**config.mk**
```make
export PLATFORM = sky130hd
export DESIGN_NAME = tag_lookup_unit
export DESIGN_NICKNAME = d
export VERILOG_FILES = /design/src/rtl/tag_lookup_unit.sv
export SDC_FILE = /design/constraint.sdc
export NUM_CORES = 2
export LEC_CHECK = 0
export CORE_MARGIN = 2
export CORE_UTILIZATION = 45
export CTS_CLUSTER_DIAMETER = 40
export DETAILED_ROUTE_END_ITERATION = 7
export PLACE_DENSITY = 0.7
export SLEW_MARGIN = 25
export SYNTH_ARGS = -nofsm -noshare
export SYNTH_HDL_FRONTEND = slang
export SYNTH_SLANG_ARGS = --single-unit
```
**constraint.sdc**
```tcl
create_clock -name i_clk -period 4.8 [get_ports i_clk]
set_input_delay 0.96 -clock i_clk [delete_from_list [all_inputs] [get_ports i_clk]]
set_output_delay 0.96 -clock i_clk [all_outputs]
set_load 0.05 [all_outputs]
```
**src/rtl/tag_lookup_unit.sv**
```systemverilog
// N-way set-associative tag/valid store with registered hit/way/victim lookup response.
// Define TAG_LOOKUP_MULTIHIT_EN to compute resp_multihit; otherwise it is tied low.
//
//  state | meaning
//  IDLE  | lookups and fills accepted
//  FLUSH | clearing valid bits and rr pointers of set r_cnt, one set per cycle
module tag_lookup_unit #(
    parameter int TAG_BITS = 12,
    parameter int WAYS     = 4,
    parameter int SETS     = 64,
    localparam int WB      = $clog2(WAYS),
    localparam int IB      = $clog2(SETS)
) (
    input  logic                i_clk,
    input  logic                i_rst_n,
    input  logic                i_lookup_valid,
    output logic                o_lookup_ready,
    input  logic [IB-1:0]       i_lookup_index,
    input  logic [TAG_BITS-1:0] i_lookup_tag,
    output logic                o_resp_valid,
    input  logic                i_resp_ready,
    output logic                o_resp_hit,
    output logic [WB-1:0]       o_resp_way,
    output logic [WB-1:0]       o_resp_victim,
    output logic                o_resp_multihit,
    input  logic                i_fill_valid,
    input  logic [IB-1:0]       i_fill_index,
    input  logic [WB-1:0]       i_fill_way,
    input  logic [TAG_BITS-1:0] i_fill_tag,
    input  logic                i_flush_req,
    output logic                o_flush_busy
);

    typedef enum logic {ST_IDLE, ST_FLUSH} state_t;

    state_t                r_state;
    logic [IB-1:0]         r_cnt;
    logic                  r_flush_busy;

    logic [TAG_BITS-1:0]   r_tag   [SETS][WAYS];
    logic [WAYS-1:0]       r_valid [SETS];
    logic [WB-1:0]         r_rr    [SETS];

    logic                  r_resp_valid;
    logic                  r_resp_hit;
    logic [WB-1:0]         r_resp_way;
    logic [WB-1:0]         r_resp_victim;
    logic                  r_resp_multihit;

    logic [WAYS-1:0]       w_match;
    logic                  w_hit;
    logic [WB-1:0]         w_hit_way;
    logic [WB-1:0]         w_victim;
    logic                  w_multihit;
    logic                  w_accept;
    logic                  w_fill_en;

    assign o_lookup_ready  = (r_state == ST_IDLE) && (!r_resp_valid || i_resp_ready);
    assign w_accept        = i_lookup_valid && o_lookup_ready;
    assign w_fill_en       = i_fill_valid && (r_state != ST_FLUSH);

    assign o_resp_valid    = r_resp_valid;
    assign o_resp_hit      = r_resp_hit;
    assign o_resp_way      = r_resp_way;
    assign o_resp_victim   = r_resp_victim;
    assign o_resp_multihit = r_resp_multihit;
    assign o_flush_busy    = r_flush_busy;

    always_comb begin
        w_match = '0;
        for (int w = 0; w < WAYS; w++) begin
            w_match[w] = r_valid[i_lookup_index][w] &&
                         (r_tag[i_lookup_index][w] == i_lookup_tag);
        end
    end

    assign w_hit = |w_match;

    // Scan from the top so the lowest-numbered match wins.
    always_comb begin
        w_hit_way = '0;
        for (int w = WAYS - 1; w >= 0; w--) begin
            if (w_match[w]) begin
                w_hit_way = WB'(w);
            end
        end
    end

    always_comb begin
        w_victim = r_rr[i_lookup_index];
        for (int w = WAYS - 1; w >= 0; w--) begin
            if (!r_valid[i_lookup_index][w]) begin
                w_victim = WB'(w);
            end
        end
    end

`ifdef TAG_LOOKUP_MULTIHIT_EN
    logic [WB:0] w_match_cnt;

    always_comb begin
        w_match_cnt = '0;
        for (int w = 0; w < WAYS; w++) begin
            w_match_cnt = w_match_cnt + (WB + 1)'(w_match[w]);
        end
    end

    assign w_multihit = (w_match_cnt > (WB + 1)'(1));
`else
    assign w_multihit = 1'b0;
`endif

    always_ff @(posedge i_clk or negedge i_rst_n) begin
        if (!i_rst_n) begin
            r_state      <= ST_IDLE;
            r_cnt        <= '0;
            r_flush_busy <= 1'b0;
        end else begin
            case (r_state)
                ST_IDLE: begin
                    if (i_flush_req) begin
                        r_state      <= ST_FLUSH;
                        r_cnt        <= '0;
                        r_flush_busy <= 1'b1;
                    end
                end
                ST_FLUSH: begin
                    if (r_cnt == IB'(SETS - 1)) begin
                        r_state      <= ST_IDLE;
                        r_cnt        <= '0;
                        r_flush_busy <= 1'b0;
                    end else begin
                        r_cnt <= r_cnt + IB'(1);
                    end
                end
                default: begin
                    r_state      <= ST_IDLE;
                    r_cnt        <= '0;
                    r_flush_busy <= 1'b0;
                end
            endcase
        end
    end

    always_ff @(posedge i_clk or negedge i_rst_n) begin
        if (!i_rst_n) begin
            for (int s = 0; s < SETS; s++) begin
                r_valid[s] <= '0;
                r_rr[s]    <= '0;
            end
        end else if (r_state == ST_FLUSH) begin
            r_valid[r_cnt] <= '0;
            r_rr[r_cnt]    <= '0;
        end else if (i_fill_valid) begin
            r_valid[i_fill_index][i_fill_way] <= 1'b1;
            r_rr[i_fill_index]                <= i_fill_way + WB'(1);
        end
    end

    // Tags carry no reset; a tag is only meaningful while its valid bit is set.
    always_ff @(posedge i_clk) begin
        if (w_fill_en) begin
            r_tag[i_fill_index][i_fill_way] <= i_fill_tag;
        end
    end

    always_ff @(posedge i_clk or negedge i_rst_n) begin
        if (!i_rst_n) begin
            r_resp_valid    <= 1'b0;
            r_resp_hit      <= 1'b0;
            r_resp_way      <= '0;
            r_resp_victim   <= '0;
            r_resp_multihit <= 1'b0;
        end else if (w_accept) begin
            r_resp_valid    <= 1'b1;
            r_resp_hit      <= w_hit;
            r_resp_way      <= w_hit_way;
            r_resp_victim   <= w_victim;
            r_resp_multihit <= w_multihit;
        end else if (i_resp_ready) begin
            r_resp_valid    <= 1'b0;
        end
    end

endmodule

```
# Word level (Yosys, flattened, before mapping)
# Memories as Yosys holds them, arrays and structs flattened.
# Index checks and enable logic that the tools add are counted.
# op_classes
n_addsub	2
mul	0
div_mod_pow	0
order_cmp	9
eq_ne	7
n_shift	0
n_mux	44
bitwise_logic	10
reduce_logical	17
# ops
cell	n
$mux 256	2
$and 256x256->256	1
$mux 128	2
$not 256->256	1
$or 256x256->256	1
$and 128x128->128	1
$bwmux 128	1
$not 128->128	1
$demux 4 s6	2
$eq 12x12->1	4
$mux 48	1
$bmux 4 s6	1
$demux 12 s2	1
$demux 2 s6	2
$mux 2	12
$ge 7x7->1 const B	3
$not 6->7	3
$mux 4	4
$lt 7x1->1 const B	2
$bmux 2 s6	1
$mux 12	1
$mux 6	2
$pmux 6 s2	1
$logic_and 1x1->1	11
19 further kinds	28
# word_totals
regBits	398
latch_bits	0
mem_bits_rw	3072
romBits	0
input_bits	44
out_inout_bits	9
wordCells	225
memories	1
# mem_list
name	depth	width	read_ports	rd_clocked_by_memory_dff	write_ports	line	source
r_tag	64	48	1	0	1	40	logic [TAG_BITS-1:0] r_tag [SETS][WAYS];

# Logic depth before layout (Yosys ltp)
# logic_depth
depth_word	9
depth_mapped	17
depth_no_buf	10

# Worst setup path after synthesis
# OpenSTA, ideal clock, no wires.
# synth_timing
kind	in2reg
startpoint	input port i_lookup_index[1]
endpoint	register r_resp_victim[1], in the netlist o_resp_victim[1]
setup_ns	0.135
arrival_ns	3.735
required_time_ns	4.665
slack_ns	0.930
path_stages	11
n_path_buf	6
cell_sequence	buf_4 > buf_4 > buf_6 > buf_2 > buf_2 > clkbuf_1 > mux4_2 > mux4_2 > mux4_2 > o211ai_1 > o21ai_0
# synth_between
elab_chain_len	8
word_cells_on_any_way	11
classes_between	10 x mux; 1 x bitwise
# synth_lines
item	line	source
start: declaration	18	input logic [IB-1:0] i_lookup_index,
$not 6->7 (not written as such) *	90, 92	
$bmux 2 s6 or $bmux 4 s6 (tied branches)	90, 92	
$mux 2 (not written as such) or $mux 4 (tied branches) (2 in series)	90, 92	
$mux 2 (3 in series)	92	if (!r_valid[i_lookup_index][w]) begin
$mux 2 *	92	
end signal: assignment	178	r_resp_victim <= w_victim;
end: declaration	47	logic [WB-1:0] r_resp_victim;
# Every way passes the cells marked *; elsewhere a longest branch is shown, timed or not. The select of a mux whose other input is x is not followed.
# A chain may end at the register's enable or synchronous reset.

# Final worst setup path
# layout_timing
startpoint	input port i_lookup_index[0]
endpoint	register r_resp_way[0], in the netlist o_resp_way[0]
# layout_between
elab_chain_len	9
word_cells_on_any_way	17
classes_between	4 x eq/ne; 7 x mux; 1 x bitwise; 4 x reduce/logical; 1 x memory
# layout_lines
item	line	source
branches (longest 8 deep; another with $mem_v2 64x48)	n/a	
$mux 2 *	83	if (w_match[w]) begin
end signal: assignment	177	r_resp_way <= w_hit_way;
end: declaration	46	logic [WB-1:0] r_resp_way;
# Mark *: on every way between the ends. The select of a mux whose other input is x is not followed.

==> results by stage <==
Status:
- The flow ran to the end, and the final reports show no timing, DRC or antenna violations.

STA:
- Based on the critical path, the design can be clocked at up to 218 MHz.
- The final hold violation count was 0.
- In this run the tightest slew margin relative to its limit is 0.181.
- The number of slew-limit violations in the final report is 0.
- At the pin with the least slew margin, the transition time is 1.22 ns.
- For the final database, setup skew stands at 0.0735 ns.
- The final hold slack is 0.472 ns.
- Setup repair after global routing left no endpoint under its margin.
- The count of final setup violators is 0.
- The routed design could run at a clock period as short as 4.59 ns.
- The post-route fraction of the period consumed by the critical path is 0.956.

Final layout:
- After routing the design area is 164000 µm².
- The area growth from synthesis to final layout is 18.4%.
- The fraction of final layout cells with drive strength greater than 1 is 0.282.
- The number of nets in the layout is 8031.

Critical path:
- The total buffers and inverters traversed by the critical path is 7.
- The critical path class is primary input to flip-flop.
- The worst register-to-register path has a setup slack of 0.85 ns.
- The arrival time of the worst setup path is 5.49 ns.
- In this design, the stage delay of the slowest critical-path cell is 0.93 ns.
- The cell that appears most often on the critical path is sky130_fd_sc_hd__buf_4.
- The worst setup path is captured at a flip-flop.
- The worst setup path is launched from a primary input.
- The startpoint of the worst setup timing path is i_lookup_index[0].
- Traced cell by cell, the critical path runs through buf_16 -> buf_12 -> buf_4 -> inv_2 -> buf_12 -> nand2_1 -> a21oi_1 -> buf_4 -> nor4_1 -> nor4_1 -> o21ai_0 -> nand4b_1 -> nor4_2 -> buf_4 -> a21oi_1 -> o31ai_2.
- The critical-path maximum fanout is 25.
- The worst register-to-register path begins at r_valid[243]$_DFFE_PN0P_.
- The required time of the worst setup path is 5.70 ns.
- The cell class contributing the biggest share of worst-path delay is simple AND/OR/NAND/NOR gates.
- The slowest stage of the critical path belongs to the cell sky130_fd_sc_hd__nor4_2.

Floorplanning:
- The row count is 203.
- The floorplan step set the die height to 558 µm.
- The die is 558 µm wide.
- For this configuration, the core starts out at a cell density of 0.452.
- The total area inside the core boundary comes to 306000 µm².
- Pin placement for this block handled 53 I/O pins.
- The floorplan step defined a die boundary enclosing 312000 µm².

Logic synthesis:
- The total of flip-flops plus latches after synthesis is 3470.
- The average footprint of a synthesized cell is 19.6 µm².
- In this run, synthesis inferred 3072 flip-flops with an integrated enable.
- The mapped netlist covers 138000 µm².
- Synthesis produced a netlist whose cell count is 7067.
- The most used flip-flop cell after synthesis is sky130_fd_sc_hd__edfxtp_1.
- The number of nets in the synthesized netlist is 7116.
- The sequential-to-total area share from yosys stat is 0.740.
- The number of different library cells used by synthesis comes to 80.
- Of all flip-flops after synthesis, the portion carrying an async set or reset was 0.115.
- The number of synthesis warnings is 0.

Min path:
- In this run the worst hold path is classified as primary input to async pin.

Job:
- The tool flagged a number of max-cap violations equal to 0.

Clock tree:
- TritonCTS built the clock tree.
- Clock tree synthesis selected as its root buffer the cell sky130_fd_sc_hd__clkbuf_16.
- Clock-pin slew was measured on the worst setup and hold paths at 0.06 ns.
- The post-cts resize count is 0.
- The number of buffers created by CTS is 428.
- The count of hold-fix buffers inserted at cts is 0.
- The CTS sink count is 3470.
- The maximum buffer depth of the clock tree is 4.
- CTS built an H-tree with a depth of 5.
- The later pin in the worst-skew pair is clocked with a latency of 1.00 ns.
- Post-CTS timing repair inserted 0 buffers for setup.

Placed design:
- The routability congestion estimate is 1.01.
- The count of buffers added on input and output ports is 51.
- After legalization and detailed placement, the total HPWL measured 316 mm.
- In this run the cell area measured after placement is 149000 µm².

Global route:
- The sum of overflow across all layers after global routing is 0.
- The number of antenna violations at the first check in global routing is 52.
- The first global-routing pass estimated 646 mm of wire.
- The number of global-route vias before repair is 77851.
- In the global route stage, overall resource usage came out at 0.303.
- Entering global routing, the biggest net connects 121 pins.

Drt:
- The detail-routed via count per cell is 6.47.
- After the first detailed-routing iteration, the DRC count stood at 13439.
- Once detail routing completed, the nets flagged for antenna violations numbered 0.
- The final layout contains routed wiring with a total length of 477 mm.
- After detailed routing, the number of remaining DRC violations is 0.
- In the final routed layout, each cell accounts on average for 38.2 µm.
- The routed layout has 80759 vias.
- The first TritonRoute pass finished after 7 iterations.

Pwr:
- The worst-case IR drop observed on VDD is 0.350 mV.
- The leakage dissipation is 58.5 nW.
- For this design the ratio of total power to cell area is 435 nW/µm².
[worst reg2reg max path: cells and delay by family, from the launching register on]
family / cells / cell delay (ns)
and+or+nand+nor: 5 / 2.20
AOI/OAI and AO/OA: 4 / 0.84
DFF: 1 / 0.37
buffers and inverters: 1 / 0.26
muxes: 1 / 0.23
[flip-flops by register name, indices dropped and copies added, names as in the netlist, 2 cells and up]
register,count
o_resp_victim,2
o_resp_way,2
r_cnt,6
r_rr,128
r_tag,3072
r_valid,256
[placed cells by master, fill, tap and decap left out, types with 16 or more instances in the layout]
cell / netlist / routed
sky130_fd_sc_hd__o21ai_0: 113 / 113
sky130_fd_sc_hd__and2_1: 268 / 266
sky130_fd_sc_hd__bufinv_16: 0 / 39
sky130_fd_sc_hd__buf_12: 15 / 99
sky130_fd_sc_hd__clkinvlp_4: 0 / 39
sky130_fd_sc_hd__a22oi_1: 191 / 191
sky130_fd_sc_hd__nand3_1: 98 / 98
sky130_fd_sc_hd__clkdlybuf4s50_1: 0 / 21
sky130_fd_sc_hd__mux4_2: 714 / 714
sky130_fd_sc_hd__clkbuf_1: 125 / 47
sky130_fd_sc_hd__edfxtp_1: 3072 / 3072
sky130_fd_sc_hd__xnor2_1: 30 / 30
sky130_fd_sc_hd__inv_8: 0 / 16
sky130_fd_sc_hd__clkbuf_16: 0 / 431
sky130_fd_sc_hd__diode_2: 0 / 34
sky130_fd_sc_hd__nand2b_1: 16 / 16
sky130_fd_sc_hd__clkinv_16: 0 / 16
sky130_fd_sc_hd__inv_6: 0 / 45
sky130_fd_sc_hd__a21o_1: 256 / 256
sky130_fd_sc_hd__clkinv_1: 1 / 47
sky130_fd_sc_hd__o22ai_1: 33 / 33
sky130_fd_sc_hd__nand2_1: 422 / 422
sky130_fd_sc_hd__dfrtp_1: 398 / 398
sky130_fd_sc_hd__mux2i_1: 444 / 444
sky130_fd_sc_hd__nor2_1: 135 / 123
sky130_fd_sc_hd__a31oi_1: 30 / 30
sky130_fd_sc_hd__nor3_1: 25 / 23
sky130_fd_sc_hd__mux4_1: 33 / 33
sky130_fd_sc_hd__a32oi_1: 19 / 19
sky130_fd_sc_hd__clkbuf_8: 0 / 20
sky130_fd_sc_hd__clkinv_2: 0 / 65
sky130_fd_sc_hd__nand4_1: 28 / 28
sky130_fd_sc_hd__buf_4: 57 / 726
sky130_fd_sc_hd__a21oi_1: 62 / 62
sky130_fd_sc_hd__mux2_2: 20 / 20
sky130_fd_sc_hd__a221oi_1: 31 / 31
sky130_fd_sc_hd__clkinv_4: 0 / 42
sky130_fd_sc_hd__and3_1: 16 / 16
[area by class of cell]
cell class | instances | area (µm²)
Timing Repair Buffer | 876 | 7980
Tap cell | 4100 | 5130
Inverter | 13 | 57.6
Clock buffer | 486 | 11100
Multi-Input combinational cell | 3193 | 33600
Antenna cell | 34 | 85.1
Clock inverter | 318 | 3530
Sequential cell | 3470 | 102000
Fill cell | 23409 | 142000
[synthesized netlist by cell type, types with 44 or more instances]
cell	count	area, µm²
sky130_fd_sc_hd__buf_4	57	428
sky130_fd_sc_hd__buf_2	120	601
sky130_fd_sc_hd__a21oi_1	62	310
sky130_fd_sc_hd__nand2_1	422	1580
sky130_fd_sc_hd__mux4_2	714	16100
sky130_fd_sc_hd__a21o_1	256	1920
sky130_fd_sc_hd__o21ai_0	113	566
sky130_fd_sc_hd__a22oi_1	191	1430
sky130_fd_sc_hd__nand3_1	98	490
sky130_fd_sc_hd__dfrtp_1	398	9960
sky130_fd_sc_hd__edfxtp_1	3072	92200
sky130_fd_sc_hd__buf_6	44	495
sky130_fd_sc_hd__and2_1	268	1680
sky130_fd_sc_hd__mux2i_1	444	4440
sky130_fd_sc_hd__clkbuf_1	125	469
sky130_fd_sc_hd__nor2_1	135	507
[routing by layer]
| metal | vias up | track usage | part of all wire |
|---|---|---|---|
| li1 | 30734 | - | - |
| met1 | 42288 | 0.398 | 0.36 |
| met2 | 6414 | 0.447 | 0.44 |
| met3 | 1291 | 0.0954 | 0.13 |
| met4 | 32 | 0.178 | 0.069 |
| met5 | - | 0 | 0.00048 |
[per-stage QoR]
stage / instances / utilization / TNS (ns) / setup slack [ns] / power, mW
2_1_floorplan: 7067 / - / 0 / 0.930 / 36.4
5_1_grt: 12460 / 0.535 / 0 / 0.388 / 72.7
6_report: 12490 / 0.535 / 0 / 0.210 / 71.2
3_5_place_dp: 11650 / 0.487 / -1.55 / -0.537 / 39.0
3_3_place_gp: 11650 / 0.487 / -1.83 / -0.624 / 38.8
4_1_cts: 12454 / 0.535 / 0 / 0.481 / 71.1
[power by group]
part	internal [mW]	switching, mW
Clock	19.0	13.6
Combinational	1.70	3.28
Sequential	33.3	0.291
Total	54.0	17.2
[final timing paths]
path,end,depth (start not counted)
setup / recovery,o_resp_way[0]$_DFFE_PN0P_,16
hold / removal,r_valid[73]$_DFFE_PN0P_,2
setup reg to reg,o_resp_way[0]$_DFFE_PN0P_,11
hold reg to reg,r_valid[49]$_DFFE_PN0P_,1
max in group asynchronous,r_valid[130]$_DFFE_PN0P_,4
min in group i_clk,r_valid[49]$_DFFE_PN0P_,1
[logic make-up after synthesis]
kind of cell,after synthesis,share of synthesized area
DFF,3470,0.740
muxes,1211,0.156
and+or+nand+nor,1090,0.0388
AOI/OAI and AO/OA,841,0.0432
buffers and inverters,404,0.0185
xor gates and xnor gates,45,0.00285
adders and majority gates,5,0.000453
other,1,0.0000271
(Power assumes the default switching activity.)
